## src/rtl/btn_pkg.sv

```systemverilog
// Shared constants for the push-button front end and its consumers.
// The bit indices fix how BTN[6:0] and BTN_7 are packed into one vector.
package btn_pkg;

    localparam int CLK_HZ          = 50_000_000;
    localparam int N_BTN_DEF       = 8;
    localparam int DB_CYCLES_DEF   = 1_000_000;   // 20 ms at CLK_HZ
    localparam int HOLD_CYCLES_DEF = 50_000_000;  // 1 s at CLK_HZ

    typedef enum logic [2:0] {
        BTN0_IDX = 3'd0,
        BTN1_IDX = 3'd1,
        BTN2_IDX = 3'd2,
        BTN3_IDX = 3'd3,
        BTN4_IDX = 3'd4,
        BTN5_IDX = 3'd5,
        BTN6_IDX = 3'd6,
        BTN7_IDX = 3'd7
    } btn_idx_e;

    function automatic int cycles_from_ms(input int ms);
        return (CLK_HZ / 1000) * ms;
    endfunction

endpackage

```

## src/rtl/btn_debounce_pulse_if.sv

```systemverilog
// Button bundle between the raw pad side (master) and the debouncer (slave).
interface btn_debounce_pulse_if
    import btn_pkg::*;
#(
    parameter int N_BTN = N_BTN_DEF
);

    logic [N_BTN-1:0] btn_raw;
    logic [N_BTN-1:0] btn_level;
    logic [N_BTN-1:0] btn_press;
    logic [N_BTN-1:0] btn_release;
    logic [N_BTN-1:0] btn_hold;

    modport master (
        output btn_raw,
        input  btn_level,
        input  btn_press,
        input  btn_release,
        input  btn_hold
    );

    modport slave (
        input  btn_raw,
        output btn_level,
        output btn_press,
        output btn_release,
        output btn_hold
    );

endinterface

```

## src/rtl/btn_debounce_cell.sv

```systemverilog
// One button channel: 2-flop synchroniser, debounce counter, hold counter
// and registered press/release/hold strobes.
module btn_debounce_cell
    import btn_pkg::*;
#(
    parameter int DB_CYCLES   = DB_CYCLES_DEF,
    parameter int HOLD_CYCLES = HOLD_CYCLES_DEF
) (
    input  logic clk,
    input  logic rst,
    input  logic i_raw,
    output logic o_level,
    output logic o_press,
    output logic o_release,
    output logic o_hold
);

    localparam int DB_W   = $clog2(DB_CYCLES);
    localparam int HOLD_W = $clog2(HOLD_CYCLES + 1);

    localparam logic [DB_W-1:0]   DB_LAST   = DB_W'(DB_CYCLES - 1);
    localparam logic [HOLD_W-1:0] HOLD_LAST = HOLD_W'(HOLD_CYCLES - 1);
    localparam logic [HOLD_W-1:0] HOLD_SAT  = HOLD_W'(HOLD_CYCLES);

    logic              r_sync_p0;
    logic              r_sync_p1;
    logic [DB_W-1:0]   r_db_cnt;
    logic [HOLD_W-1:0] r_hold_cnt;
    logic              r_level;
    logic              r_press;
    logic              r_release;
    logic              r_hold;

    logic w_diff;
    logic w_accept;

    assign w_diff   = r_sync_p1 ^ r_level;
    assign w_accept = w_diff && (r_db_cnt == DB_LAST);

    always_ff @(posedge clk) begin
        if (rst) begin
            r_sync_p0  <= 1'b0;
            r_sync_p1  <= 1'b0;
            r_db_cnt   <= '0;
            r_hold_cnt <= '0;
            r_level    <= 1'b0;
            r_press    <= 1'b0;
            r_release  <= 1'b0;
            r_hold     <= 1'b0;
        end else begin
            r_sync_p0 <= i_raw;
            r_sync_p1 <= r_sync_p0;

            // Any sample matching the current level restarts the stability count.
            if (!w_diff) begin
                r_db_cnt <= '0;
            end else if (w_accept) begin
                r_db_cnt <= '0;
                r_level  <= r_sync_p1;
            end else begin
                r_db_cnt <= r_db_cnt + DB_W'(1);
            end

            r_press   <= w_accept &&  r_sync_p1;
            r_release <= w_accept && !r_sync_p1;

            // Saturating count of cycles since the press; one hold strobe per press.
            if (!r_level) begin
                r_hold_cnt <= '0;
            end else if (r_hold_cnt != HOLD_SAT) begin
                r_hold_cnt <= r_hold_cnt + HOLD_W'(1);
            end

            // A release accepted on the hold edge wins over the hold strobe.
            r_hold <= r_level && (r_hold_cnt == HOLD_LAST) && !w_accept;
        end
    end

    assign o_level   = r_level;
    assign o_press   = r_press;
    assign o_release = r_release;
    assign o_hold    = r_hold;

endmodule

```

## src/rtl/btn_debounce_pulse.sv

```systemverilog
// Input conditioning for the selecting machine: N_BTN independent
// debounce channels driving clean levels and press/release/hold strobes.
module btn_debounce_pulse
    import btn_pkg::*;
#(
    parameter int N_BTN       = N_BTN_DEF,
    parameter int DB_CYCLES   = DB_CYCLES_DEF,
    parameter int HOLD_CYCLES = HOLD_CYCLES_DEF
) (
    input  logic                 clk,
    input  logic                 rst,
    btn_debounce_pulse_if.slave  bus
);

    for (genvar gi = 0; gi < N_BTN; gi++) begin : g_ch
        btn_debounce_cell #(
            .DB_CYCLES   (DB_CYCLES),
            .HOLD_CYCLES (HOLD_CYCLES)
        ) u_cell (
            .clk       (clk),
            .rst       (rst),
            .i_raw     (bus.btn_raw[gi]),
            .o_level   (bus.btn_level[gi]),
            .o_press   (bus.btn_press[gi]),
            .o_release (bus.btn_release[gi]),
            .o_hold    (bus.btn_hold[gi])
        );
    end

endmodule

```

## src/flat_wrapper.sv

```systemverilog
// flat-port wrapper written by rule: the top's interface ports become plain ports
module btn_debounce_pulse_flat import btn_pkg::*;
#(
    parameter int N_BTN       = N_BTN_DEF,
    parameter int DB_CYCLES   = DB_CYCLES_DEF,
    parameter int HOLD_CYCLES = HOLD_CYCLES_DEF
)
  (clk, rst, bus_btn_raw, bus_btn_level, bus_btn_press, bus_btn_release, bus_btn_hold);
  btn_debounce_pulse_if #(.N_BTN(N_BTN)) bus_i ();
  input  logic clk;
  input  logic rst;
  input wire logic [$bits(bus_i.btn_raw)-1:0] bus_btn_raw;
  output wire logic [$bits(bus_i.btn_level)-1:0] bus_btn_level;
  output wire logic [$bits(bus_i.btn_press)-1:0] bus_btn_press;
  output wire logic [$bits(bus_i.btn_release)-1:0] bus_btn_release;
  output wire logic [$bits(bus_i.btn_hold)-1:0] bus_btn_hold;
  assign bus_i.btn_raw = bus_btn_raw;
  assign bus_btn_level = bus_i.btn_level;
  assign bus_btn_press = bus_i.btn_press;
  assign bus_btn_release = bus_i.btn_release;
  assign bus_btn_hold = bus_i.btn_hold;
  btn_debounce_pulse #(.N_BTN(N_BTN), .DB_CYCLES(DB_CYCLES), .HOLD_CYCLES(HOLD_CYCLES)) u_core (.clk(clk), .rst(rst), .bus(bus_i));
endmodule
```

## config.mk

```make
export PLATFORM = sky130hd
export DESIGN_NAME = btn_debounce_pulse_flat
export DESIGN_NICKNAME = d
export VERILOG_FILES = /design/src/rtl/btn_pkg.sv /design/src/rtl/btn_debounce_pulse_if.sv /design/src/rtl/btn_debounce_cell.sv /design/src/rtl/btn_debounce_pulse.sv /design/src/flat_wrapper.sv
export SDC_FILE = /design/constraint.sdc
export NUM_CORES = 1
export LEC_CHECK = 0
export ABC_AREA = 1
export BUFFER_PORTS_ARGS = -buffer_cell sky130_fd_sc_hd__buf_2
export CAP_MARGIN = 10
export CORE_AREA = 2 2 204 206
export CTS_CLUSTER_DIAMETER = 40
export DETAILED_ROUTE_END_ITERATION = 12
export DIE_AREA = 0 0 206 208
export PLACE_DENSITY = 0.75
export SLEW_MARGIN = 0
export SYNTH_ARGS = -nofsm -noshare
export SYNTH_HDL_FRONTEND = slang
export SYNTH_SLANG_ARGS = --single-unit
```

## constraint.sdc

```tcl
create_clock -name clk -period 1.46 [get_ports clk]
set_input_delay 0.073 -clock clk [delete_from_list [all_inputs] [get_ports clk]]
set_output_delay 0.073 -clock clk [all_outputs]
set_load 0.005 [all_outputs]
```

== After elaboration in Yosys (flattened, before gate mapping) ==
Index checks and enable logic that the tools add are counted.

* Add/sub/neg operators: 16
* Eq/ne operators: 24
* Bitwise gates (word level): 24
* Reduce and logical (&&, ||, !) cells: 80

{| class="wikitable"
|+ Operators with widths
! operator !! number
|-
| 26-bit by 1-bit adder with 26-bit output, second input constant || 8
|-
| 26-bit equality test, second input constant || 8
|-
| 26-bit inequality test, second input constant || 8
|-
| 20-bit by 1-bit adder with 20-bit output, second input constant || 8
|-
| 20-bit equality test, second input constant || 8
|-
| 1-bit logical AND || 40
|-
| 3-bit OR reduction || 8
|-
| 1-bit zero test || 16
|-
| 1-bit inverter || 16
|-
| 2-bit AND reduction || 8
|-
| 2-bit OR reduction || 8
|-
| 1-bit XOR || 8
|}

* Bits in registers: 416
* Output and inout port bits: 32
* Logic and storage cells: 208

== Depth between registers and ports, before layout ==
* Depth in word-level cells: 4
* Depth in mapped cells: 10
* Gate-level depth less buffers: 10

== Hierarchy ==
A second synthesis with hierarchy kept.

* Cell total of the unflattened synthesis: 3,540
* Area total of the unflattened synthesis: 22,439.0 µm²

{| class="wikitable"
|+ Modules (own cells, without submodules)
! module !! times used !! cells each !! area each (µm²) !! seq. area each (µm²)
|-
| btn_debounce_cell (u_core.g_ch[0].u_cell ...) || 6 || 444 || 2,802.7 || 1,041.0
|-
| btn_debounce_cell (u_core.g_ch[4].u_cell) || 1 || 434 || 2,846.5 || 1,041.0
|-
| btn_debounce_cell (u_core.g_ch[7].u_cell) || 1 || 442 || 2,776.4 || 1,041.0
|}

== Worst setup path before layout ==
Ideal clock, no wire load.

* Path kind: reg-to-reg
* From: register u_core.g_ch[0].u_cell.r_hold_cnt[0]
* To: register u_core.g_ch[0].u_cell.r_hold_cnt[16]
* Setup time: 0.128 ns
* Data arrival time: 1.285 ns
* Required time: 1.332 ns
* Setup slack: 0.048 ns
* Stages on the path, launching flop included: 8
* Path buffers: 0
* Period minus slack after synthesis: 1.412 ns
* Cell sequence: dfxtp_1 > ha_1 > inv_1 > nor2_2 > nand2_1 > nor2_1 > xnor2_1 > nor2_1

* Cells in the longest elaborated chain, start to end: 1
* Elaborated cells between the ends (all ways): 2
* Classes of those cells: 1 x add/sub; 1 x eq/ne

{| class="wikitable"
|+ RTL lines
! element !! RTL line !! RTL
|-
| from (decl) || btn_debounce_cell.sv:28 || <nowiki>logic [HOLD_W-1:0] r_hold_cnt;</nowiki>
|-
| from (signal assigned) || btn_debounce_cell.sv:71 || <nowiki>r_hold_cnt <= r_hold_cnt + HOLD_W'(1);</nowiki>
|-
| 26-bit by 1-bit adder with 26-bit output or 26-bit inequality test (tied branches) || btn_debounce_cell.sv:71, btn_debounce_cell.sv:70 ||
|}

Parallel ways exist; a longest one is shown, timed or not.
A chain may end at the register's enable or synchronous reset.

== Worst setup path in the final report ==
* From: register u_core.g_ch[6].u_cell.r_db_cnt[0]
* To: register u_core.g_ch[6].u_cell.r_db_cnt[16]

* Cells in the longest elaborated chain, start to end: 3
* Elaborated cells between the ends (all ways): 4
* Classes of those cells: 1 x add/sub; 1 x eq/ne; 2 x reduce/logical

{| class="wikitable"
|+ RTL lines
! element !! RTL line !! RTL
|-
| from (decl) || btn_debounce_cell.sv:27 || <nowiki>logic [DB_W-1:0] r_db_cnt;</nowiki>
|-
| from (signal assigned) || btn_debounce_cell.sv:61 || <nowiki>r_db_cnt <= r_db_cnt + DB_W'(1);</nowiki>
|-
| parallel branches: the longest is 3 deep, another holds 20-bit by 1-bit adder with 20-bit output || - ||
|}

Parallel ways; which one is timed is not known.

==> out/metrics.csv <==
stage,metric,value,unit
critical_path,RR Startpoint,u_core.g_ch[6].u_cell.r_db_cnt[0]$_SDFF_PP0_,
floorplan,DIE HEIGHT,208,um
yosys,mux share of post-synthesis cell area,0,%
global_routing,pin count of the biggest net entering global routing,23,
route,wire length per cell,11.73,um
critical_path,critical path class,flip-flop to flip-flop,
clocking,number of clock buffers inserted by TritonCTS,71,
clocking,clk sinks,416,
yosys,post-synthesis sequential area ratio,37.70,%
timing,skew final,0.01789,ns
floorplan,width of the die,206,um
global_routing,initial antenna violation count,0,
critical_path,Crit path top cell by count,nand3_2,
critical_path,CP Launch Point,u_core.g_ch[6].u_cell.r_db_cnt[0]$_SDFF_PP0_,
clocking,clock buffer depth,3,
timing,minimum clock period,1.407,ns
route,DRC,0,
place,Placement Setup Slack,-0.01939,ns
timing,setup_tns,0,ns
layout,fin nets,3700,
critical_path,crit path DAT,1.89,ns
layout,Area Growth Syn to Fin,21.12,%
layout,proportion of layout cells with a drive suffix above 1,13.62,%
place,hpwl dp,35480,um
layout,Ant. Diodes,0,
yosys,Area contributors post-synth,"dfxtp_1 38%, nand2_1 16%, nor2_1 14%",
power_and_ir_drop,P_leak,8.804,nW
yosys,synth warn,0,
yosys,post-synthesis cell count,3491,
timing,Rel. slew slack,69.79,%
critical_path,worst-path cell chain,ha_2 -> nand3_2 -> nor2_2 -> nand3_1 -> nand3_2 -> clkbuf_16 -> nor2_1,
critical_path,Slowest cell on crit path,dfxtp_1,
floorplan,Starting Density,54.46,%
power_and_ir_drop,Max IR drop VDD,939.0,uV
route,drt pass-1 iters,6,
critical_path,startpoint types,flip-flop,
floorplan,core area,0.04055,sq mm
min_path,hold path start,u_core.g_ch[2].u_cell.r_sync_p0$_SDFF_PP0_,
power_and_ir_drop,PwrDens,1097,mW/mm^2
timing,setup violators final,0,
global_routing,total congestion overflow,0,
route,Final ANT Viol Nets,0,
critical_path,"Req. time, crit path",1.94,ns
route,Vias per Instance,4.948,
clocking,htree depth,3,
min_path,Hold WC Path Type,flip-flop to flip-flop,
status,status,"complete, no violations",
critical_path,crit path max fanout,10,
critical_path,max incr delay on CP,0.35,ns
route,initial DRC count,1189,
timing,Final Slew Violations,0,
yosys,share of the synthesized area in the top cell type,37.70,%
yosys,Mapped Nets,3525,
timing,unrepaired setup endpoints after global routing,yes,
global_routing,gr usage total,23.25,%
place,GPL Wtd Cong,0.8869,
timing,Final Hold Vio Count,0,
yosys,XOR/XNOR Fraction of Synth Area,3.926,%
yosys,Synth Area in Adders,1.360,%
floorplan,io pins,42,
yosys,post-synth top area cell,dfxtp_1,
yosys,post-synthesis register bit count,416,
route,Total Routed Length,49920,um
clocking,"Reg clk slew, reported paths",0.05,ns
timing,fmax,710.6,MHz
timing,Final Cycle Share,96.39,%
clocking,CTS tree,done,
timing,Worst Tran Pin Value,0.4527,ns
clocking,worst skew pair latency,0.59,ns
yosys,largest family of logic cells by synthesized area,simple AND/OR/NAND/NOR gates,
place,# port buffers,41,
power_and_ir_drop,Final Total Pwr,29.35,mW
flow_run,number of max-cap violations,0,
yosys,complex-gate fraction of the synthesized area,6.871,%
yosys,simple-gate share of the synthesized area,41.51,%
global_routing,first-pass GRT wire length,85480,um
timing,final setup margin,0.05272,ns
yosys,Post-Syn Area,0.02209,sq mm
route,Via Count,21054,
clocking,clock root buffer,clkbuf_16,
yosys,Avg Synthesized Cell Area,6.327,sq um
global_routing,vias in the first global route,19333,
floorplan,die area,0.04285,sq mm
yosys,post-synthesis cell type count,38,
floorplan,row count,74,
critical_path,critical path endpoint category,flip-flop,
repair_timing:
action                     in CTS  in global routing
pin swaps                       1                 14
gates cloned                    0                  1
setup endpoints to repair       3                256
hold endpoints to repair       21                  0
resized for setup               3                182
hold buffers                   17                  0
buffers inserted                0                  4
cell families (layout without fill, tap and decap cells):
kind of cell    Yosys count  count (layout)
simple gates           2193            2193
buf+inv                 463             695
flops                   416             416
compound gates          296             296
xor+xnor                 99              99
fa+ha+maj                24              24
placed cells by master, fill, tap and decap left out, drive strengths merged, types with 42 or more instances in the layout:
master    n
a21oi   196
buf     154
clkbuf   85
dfxtp   416
inv     407
nand2   932
nand3   232
nand4    57
nor2    886
nor3     46
o21ai    85
xnor2    42
xor2     57
where the power goes:
part | leakage [nW] | total, mW | internal (mW) | switching, mW
Sequential | 3.37 | 11.4 | 11.4 | 0.0171
Clock | 1.24 | 17.7 | 11.6 | 6.15
Combinational | 4.19 | 0.223 | 0.102 | 0.120
registers in the layout (all words and copies together) (netlist names):
signal and count:
u_core.g_ch.u_cell.o_release 8, u_core.g_ch.u_cell.o_press 8, u_core.g_ch.u_cell.o_level 8, u_core.g_ch.u_cell.r_db_cnt 160, u_core.g_ch.u_cell.r_hold_cnt 208, u_core.g_ch.u_cell.r_sync_p1 8, u_core.g_ch.u_cell.o_hold 8, u_core.g_ch.u_cell.r_sync_p0 8
worst max-delay path: cells and delay by family (launching register included):
family	cells	cell delay [ns]
flops	1	0.35
simple gates	5	0.57
buf+inv	1	0.17
fa+ha+maj	1	0.20
cells in the mapped netlist (all sizes together):
library cell / instances
nand3b: 16
nor3: 46
and2: 4
nor2: 886
nor3b: 4
inv: 390
nand4: 57
nor2b: 1
nand3: 232
clkinv: 3
dfxtp: 416
clkbuf: 11
o21a: 10
buf: 59
nand2: 932
o21ai: 85
xor2: 57
or2: 15
ha: 24
o21bai: 4
a31oi: 1
a21oi: 196
xnor2: 42
path summary, 6_finish.rpt:
check	end	slack (ns)	depth (start not counted)
setup / recovery	u_core.g_ch[6].u_cell.r_db_cnt[16]$_SDFF_PP0_	0.05	7
hold / removal	u_core.g_ch[2].u_cell.r_sync_p1$_SDFF_PP0_	0.40	2
setup reg to reg	u_core.g_ch[6].u_cell.r_db_cnt[16]$_SDFF_PP0_	0.05	7
hold reg to reg	u_core.g_ch[2].u_cell.r_sync_p1$_SDFF_PP0_	0.40	2
per-layer routing:
layer	GRT usage, %	vias to the layer above	part of all wire, %
met4	6.897	0	2.1
met3	4.386	87	4.8
met1	30.72	9303	47
li1	-	11254	-
met2	38.39	410	46
met5	0	-	0
metrics by stage:
step                      utilization, %  hold WS, ns  cells  instance area, sq um
after CTS                          64.56       0.3951   4250                 26180
after global routing               65.97       0.4275   4255                 26750
after detailed placement           57.79       0.2810   4103                 23440
after floorplan                        -       0.1800   3491                 22090
final                              65.97       0.4011   4255                 26750
after global placement             57.79       0.2750   4103                 23440
layout make-up:
class | instances | area (sq um)
Fill cell | 3537 | 13800
Multi-Input combinational cell | 2612 | 12320
Sequential cell | 416 | 8378
Clock buffer | 84 | 1961
Inverter | 393 | 1479
Timing Repair Buffer | 172 | 1344
Tap cell | 532 | 665.6
Clock inverter | 46 | 605.6
Power figures use the tool's default switching activity.
